<file path="src/rtl/seq_det_event_monitor.sv">
// seq_det_event_monitor: turns detector hits into counted event pulses with gap, burst and timeout tracking
module seq_det_event_monitor #(
  parameter int CNT_W     = 16,
  parameter int GAP_W     = 12,
  parameter int TIMEOUT   = 1000,
  parameter int BURST_N   = 4,
  parameter int BURST_WIN = 32
) (
  input  logic             clk,
  input  logic             rstn,
  input  logic             en,
  input  logic             clr,
  input  logic             det,
  output logic             evt_pulse,
  output logic [CNT_W-1:0] evt_count,
  output logic [GAP_W-1:0] gap_last,
  output logic             gap_valid,
  output logic             burst,
  output logic             timeout,
  output logic [1:0]       state
);
  localparam int SUM_W = $clog2(BURST_WIN + 1);
  typedef enum logic [1:0] {IDLE, ARMED, TRACK, ALARM} st_t;
  st_t st, st_n;
  logic det_q, evt, acc, gv_n, to_n;
  logic [GAP_W-1:0] timer, timer_n, gap_n;
  logic [BURST_WIN-1:0] hist;
  logic [SUM_W-1:0] sum, sum_n;
  assign evt = det & ~det_q;
  assign acc = evt & (st != IDLE) & ~clr;
  assign sum_n = sum + SUM_W'(acc) - SUM_W'(hist[BURST_WIN-1]);
  assign state = st;
  always_comb begin
    st_n = st;
    timer_n = timer;
    gap_n = gap_last;
    gv_n = 1'b0;
    to_n = timeout;
    if (clr) begin
      st_n = en ? ARMED : IDLE;
      timer_n = '0;
      gap_n = '0;
      to_n = 1'b0;
    end else if (!en) begin
      st_n = IDLE;
      timer_n = '0;
    end else begin
      case (st)
        IDLE: st_n = ARMED;
        ARMED: if (evt) begin
          st_n = TRACK;
          timer_n = GAP_W'(1);
        end
        TRACK: if (evt) begin
          gap_n = timer;
          gv_n = 1'b1;
          timer_n = GAP_W'(1);
        end else if (timer == GAP_W'(TIMEOUT)) begin
          st_n = ALARM;
          to_n = 1'b1;
        end else begin
          timer_n = &timer ? timer : timer + GAP_W'(1);
        end
        ALARM: if (evt) begin
          st_n = TRACK;
          to_n = 1'b0;
          timer_n = GAP_W'(1);
        end
      endcase
    end
  end
  always_ff @(posedge clk or negedge rstn) begin
    if (!rstn) begin
      st <= IDLE;
      det_q <= 1'b0;
      timer <= '0;
      gap_last <= '0;
      gap_valid <= 1'b0;
      timeout <= 1'b0;
      evt_pulse <= 1'b0;
      evt_count <= '0;
      hist <= '0;
      sum <= '0;
      burst <= 1'b0;
    end else begin
      st <= st_n;
      det_q <= det;
      timer <= timer_n;
      gap_last <= gap_n;
      gap_valid <= gv_n;
      timeout <= to_n;
      evt_pulse <= acc;
      evt_count <= clr ? '0 : (acc && !(&evt_count)) ? evt_count + CNT_W'(1) : evt_count;
      hist <= clr ? '0 : (hist << 1) | BURST_WIN'(acc);
      sum <= clr ? '0 : sum_n;
      burst <= clr ? 1'b0 : (sum_n >= SUM_W'(BURST_N));
    end
  end
endmodule

</file>
<file path="config.mk">
export PLATFORM = sky130hd
export DESIGN_NAME = seq_det_event_monitor
export DESIGN_NICKNAME = d
export VERILOG_FILES = /design/src/rtl/seq_det_event_monitor.sv
export SDC_FILE = /design/constraint.sdc
export NUM_CORES = 1
export LEC_CHECK = 0
export BUFFER_PORTS_ARGS = -buffer_cell sky130_fd_sc_hd__buf_2
export CAP_MARGIN = 15
export CORE_MARGIN = 1.5
export CORE_UTILIZATION = 50
export DETAILED_ROUTE_END_ITERATION = 8
export PLACE_DENSITY = 0.83
export SETUP_SLACK_MARGIN = 0.5
export SKIP_CTS_REPAIR_TIMING = 1
export SLEW_MARGIN = 20
export SYNTH_ARGS = -nofsm -noshare
export SYNTH_HDL_FRONTEND = slang
export SYNTH_SLANG_ARGS = --single-unit
</file>
<file path="constraint.sdc">
create_clock -name clk -period 2.4 [get_ports clk]
set_clock_uncertainty 0.2 [all_clocks]
set_input_delay 0.72 -clock clk [delete_from_list [all_inputs] [get_ports clk]]
set_output_delay 0.72 -clock clk [all_outputs]
set_load 0.01 [all_outputs]
</file>
==> results.md <==
* Total CTS buffers at 9
* Area leader, netlist: dfrtp_1
* Row cnt at 31
* Pre-CTS setup slack at -309 ps
* Hold WS at 63.9 ps
* Crit Path Max Fanout at 2
* Post-synthesis mux area share at 0.265%
* Largest net degree at the start of global routing at 56
* Setup crit end: burst$_DFF_PN0_
* Post-synth EDFFs at 0
* Nets at 433
* Grt total ovfl at 0
* Routed vias/inst at 5.61
* Final min period at 2270 ps
* Crit path depth at 10
* FF-to-FF Start: state[1]$_DFFE_PN0P_
* FF-to-FF setup slack at 140 ps
* DRC viols at 0
* Slew HR at 62.5%
* Ant diodes at 0
* Distinct cells, synth at 52
* Reg clk slew, reported paths at 90 ps
* Crit-path slowest cell: fa_2
* Crit path buf inv count at 2
* Critical path's top delay family: simple AND/OR/NAND/NOR gates
* Peak supply drop at 0.336 mV
* DRT iter0 DRCs at 296
* #FFs+latches synth at 84
* GPL Wtd Cong at 0.913
* Simple-gate share of the synthesized area at 20.1%
* Hold WC Path Type: in -> async
* Root Driver: clkbuf_8
* Synth Area per Inst at 10.9 sq um
* Fmax at 0.441 GHz
* Crit path cell chain: buf_2 -> o21ba_4 -> and2_4 -> ha_4 -> inv_2 -> fa_2 -> nor2b_1 -> nor3_1 -> nor2_1 -> o211ai_1
* Number of I/O pins at 39
* Die area at 0.00810 sq mm
* Commonest non-fill, non-tap cell in the layout: dfrtp_1
* Worst-Margin Slew at 562 ps
* Max Slew Vio Count at 0
* Status: finished, final reports clean
* Die extent in y at 90.0 microns
* Synth Area in XOR/XNOR at 3.01%
* Largest stage delay on the critical path at 340 ps
* P&R area growth vs syn at 28.8%
* CTS tree: yes
* Drt first pass iters at 6
* Compound-cell area share of the yosys netlist at 14.3%
* Hold Violations, Final at 0
* Die width at 90.0 microns
* Core area at 0.00729 sq mm
* Clock Latency Late Sink at 370 ps
* Count of final setup violators at 0
* Vias in the first global route at 2623
* Yosys warnings at 0
* Leakage power at 2.25 nW
* Startpoint Class: input pin
* Critical Path AT at 2360 ps
* Largest cells by area after synthesis: dfrtp_1, nor2b_1, ha_1
* Syn Nets at 363
* Setup CP Type: in -> reg
* Initial antenna violation count at 0
* Layout cells sized above 1 at 34.3%
* Drt total wl at 8560 microns
* Main combinational cell family by area after synthesis: simple AND/OR/NAND/NOR gates
* Detail Route Antenna Nets at 0
* Overall Power at 2.78 mW
* PortBufs at 38
* Post-Syn Area at 0.00378 sq mm
* Clock sinks at 84
* Most used flip-flop cell after synthesis: dfrtp_1
* CTS H-tree lvls at 3
* Drt wl/cell at 16.4 microns
* Yosys top cell area share at 55.6%
* Leading cell types in the layout, fill and taps excluded: dfrtp_1, nor2b_1, buf_2
* Fin crit share at 94.5%
* GRT Total Usage at 20.1%
* First-pass GRT wire length at 12900 microns
* Async SR Flop Fraction at 100%
* Clk buf depth at 2
* Non-filler cells, final at 522
* Adder-Cell Fraction of Synth Area at 3.51%
* DPL Wire Length at 5080 microns
* Pwr per Cell Area at 570 mW/mm^2
* Placed insts at 486
* Register area share after synthesis at 55.6%
* Routed via count at 2930
* Worst Setup End Kind: register
* Starting density of the core at 51.9%
* Final setup margin at 131 ps
* R2R depth at 10
* Worst reg2reg endpoint: burst$_DFF_PN0_
* Gate Count Post-Synth at 348
* Total of max-cap violations at 0
* Setup crit start: clr
* Setup TNS at 0 ps
* RSZ-0062 raised after global routing: true
* Crit path required time at 2490 ps
cell families (layout without fill, tap and decap cells):
| logic type | after synthesis | after routing |
|---|---|---|
| simple gates | 138 | 138 |
| xor+xnor | 13 | 13 |
| mux | 1 | 1 |
| buf+inv | 31 | 106 |
| compound gates | 71 | 71 |
| fa+ha+maj | 10 | 10 |
| flops | 84 | 84 |
synth_stat cells (all sizes together), types with 4 or more instances:
library cell / number
nand2: 15
o211ai: 7
clkbuf: 9
buf: 7
o21ai: 8
dfrtp: 84
a21oi: 11
nor3: 10
ha: 9
xor2: 9
a211oi: 6
nor2: 29
and3: 6
xnor2: 4
nand3: 12
a22o: 12
nor2b: 38
and2: 5
nand4: 9
inv: 15
state kept, by name, indices dropped and copies added (netlist names):
| register | flops |
|---|---|
| gap_last | 12 |
| evt_count | 16 |
| state | 2 |
| timeout | 1 |
| det_q | 1 |
| evt_pulse | 1 |
| burst | 1 |
| sum | 6 |
| hist | 31 |
| timer | 12 |
| gap_valid | 1 |
power breakdown:
group | leakage, nW | internal [mW] | switching, mW
Combinational | 0.984 | 0.0773 | 0.120
Clock | 0.106 | 0.618 | 0.517
Sequential | 1.16 | 1.43 | 0.0123
Total | 2.25 | 2.13 | 0.649
layer usage:
metal  GRT usage [%]  share of wire, %  up-vias
li1                -                 -     1359
met1            30.1                45     1453
met2            28.2                48      100
met3            4.31               4.3       18
met4            8.73               2.5        0
met5               0                 0        -
stage by stage:
| step | instance area (sq um) | utilization (%) |
|---|---|---|
| 6_report | 4870 | 66.8 |
| 5_1_grt | 4870 | 66.8 |
| 4_1_cts | 4430 | 60.7 |
| 3_5_place_dp | 4200 | 57.6 |
| 3_3_place_gp | 4200 | 57.6 |
| 2_1_floorplan | 3830 | - |
worst min path at each step:
stage                     slack [ps]                from                        to
final                             60                rstn  evt_count[3]$_DFFE_PN0P_
after global routing              80                rstn           burst$_DFF_PN0_
after CTS                         80                rstn           burst$_DFF_PN0_
after detailed placement         250   hist[5]$_DFF_PN0_         hist[6]$_DFF_PN0_
after global placement           250  hist[24]$_DFF_PN0_        hist[25]$_DFF_PN0_
after floorplan                  220                rstn           burst$_DFF_PN0_
layout make-up:
cell class	instances	area, sq um
clock buffer	11	141
inverter	15	56.3
multi-input combinational	233	1830
fill	536	2420
tap	99	124
timing repair buffer	75	523
sequential	84	2110
clock inverter	5	83.8
Power figures use the tool's default switching activity.
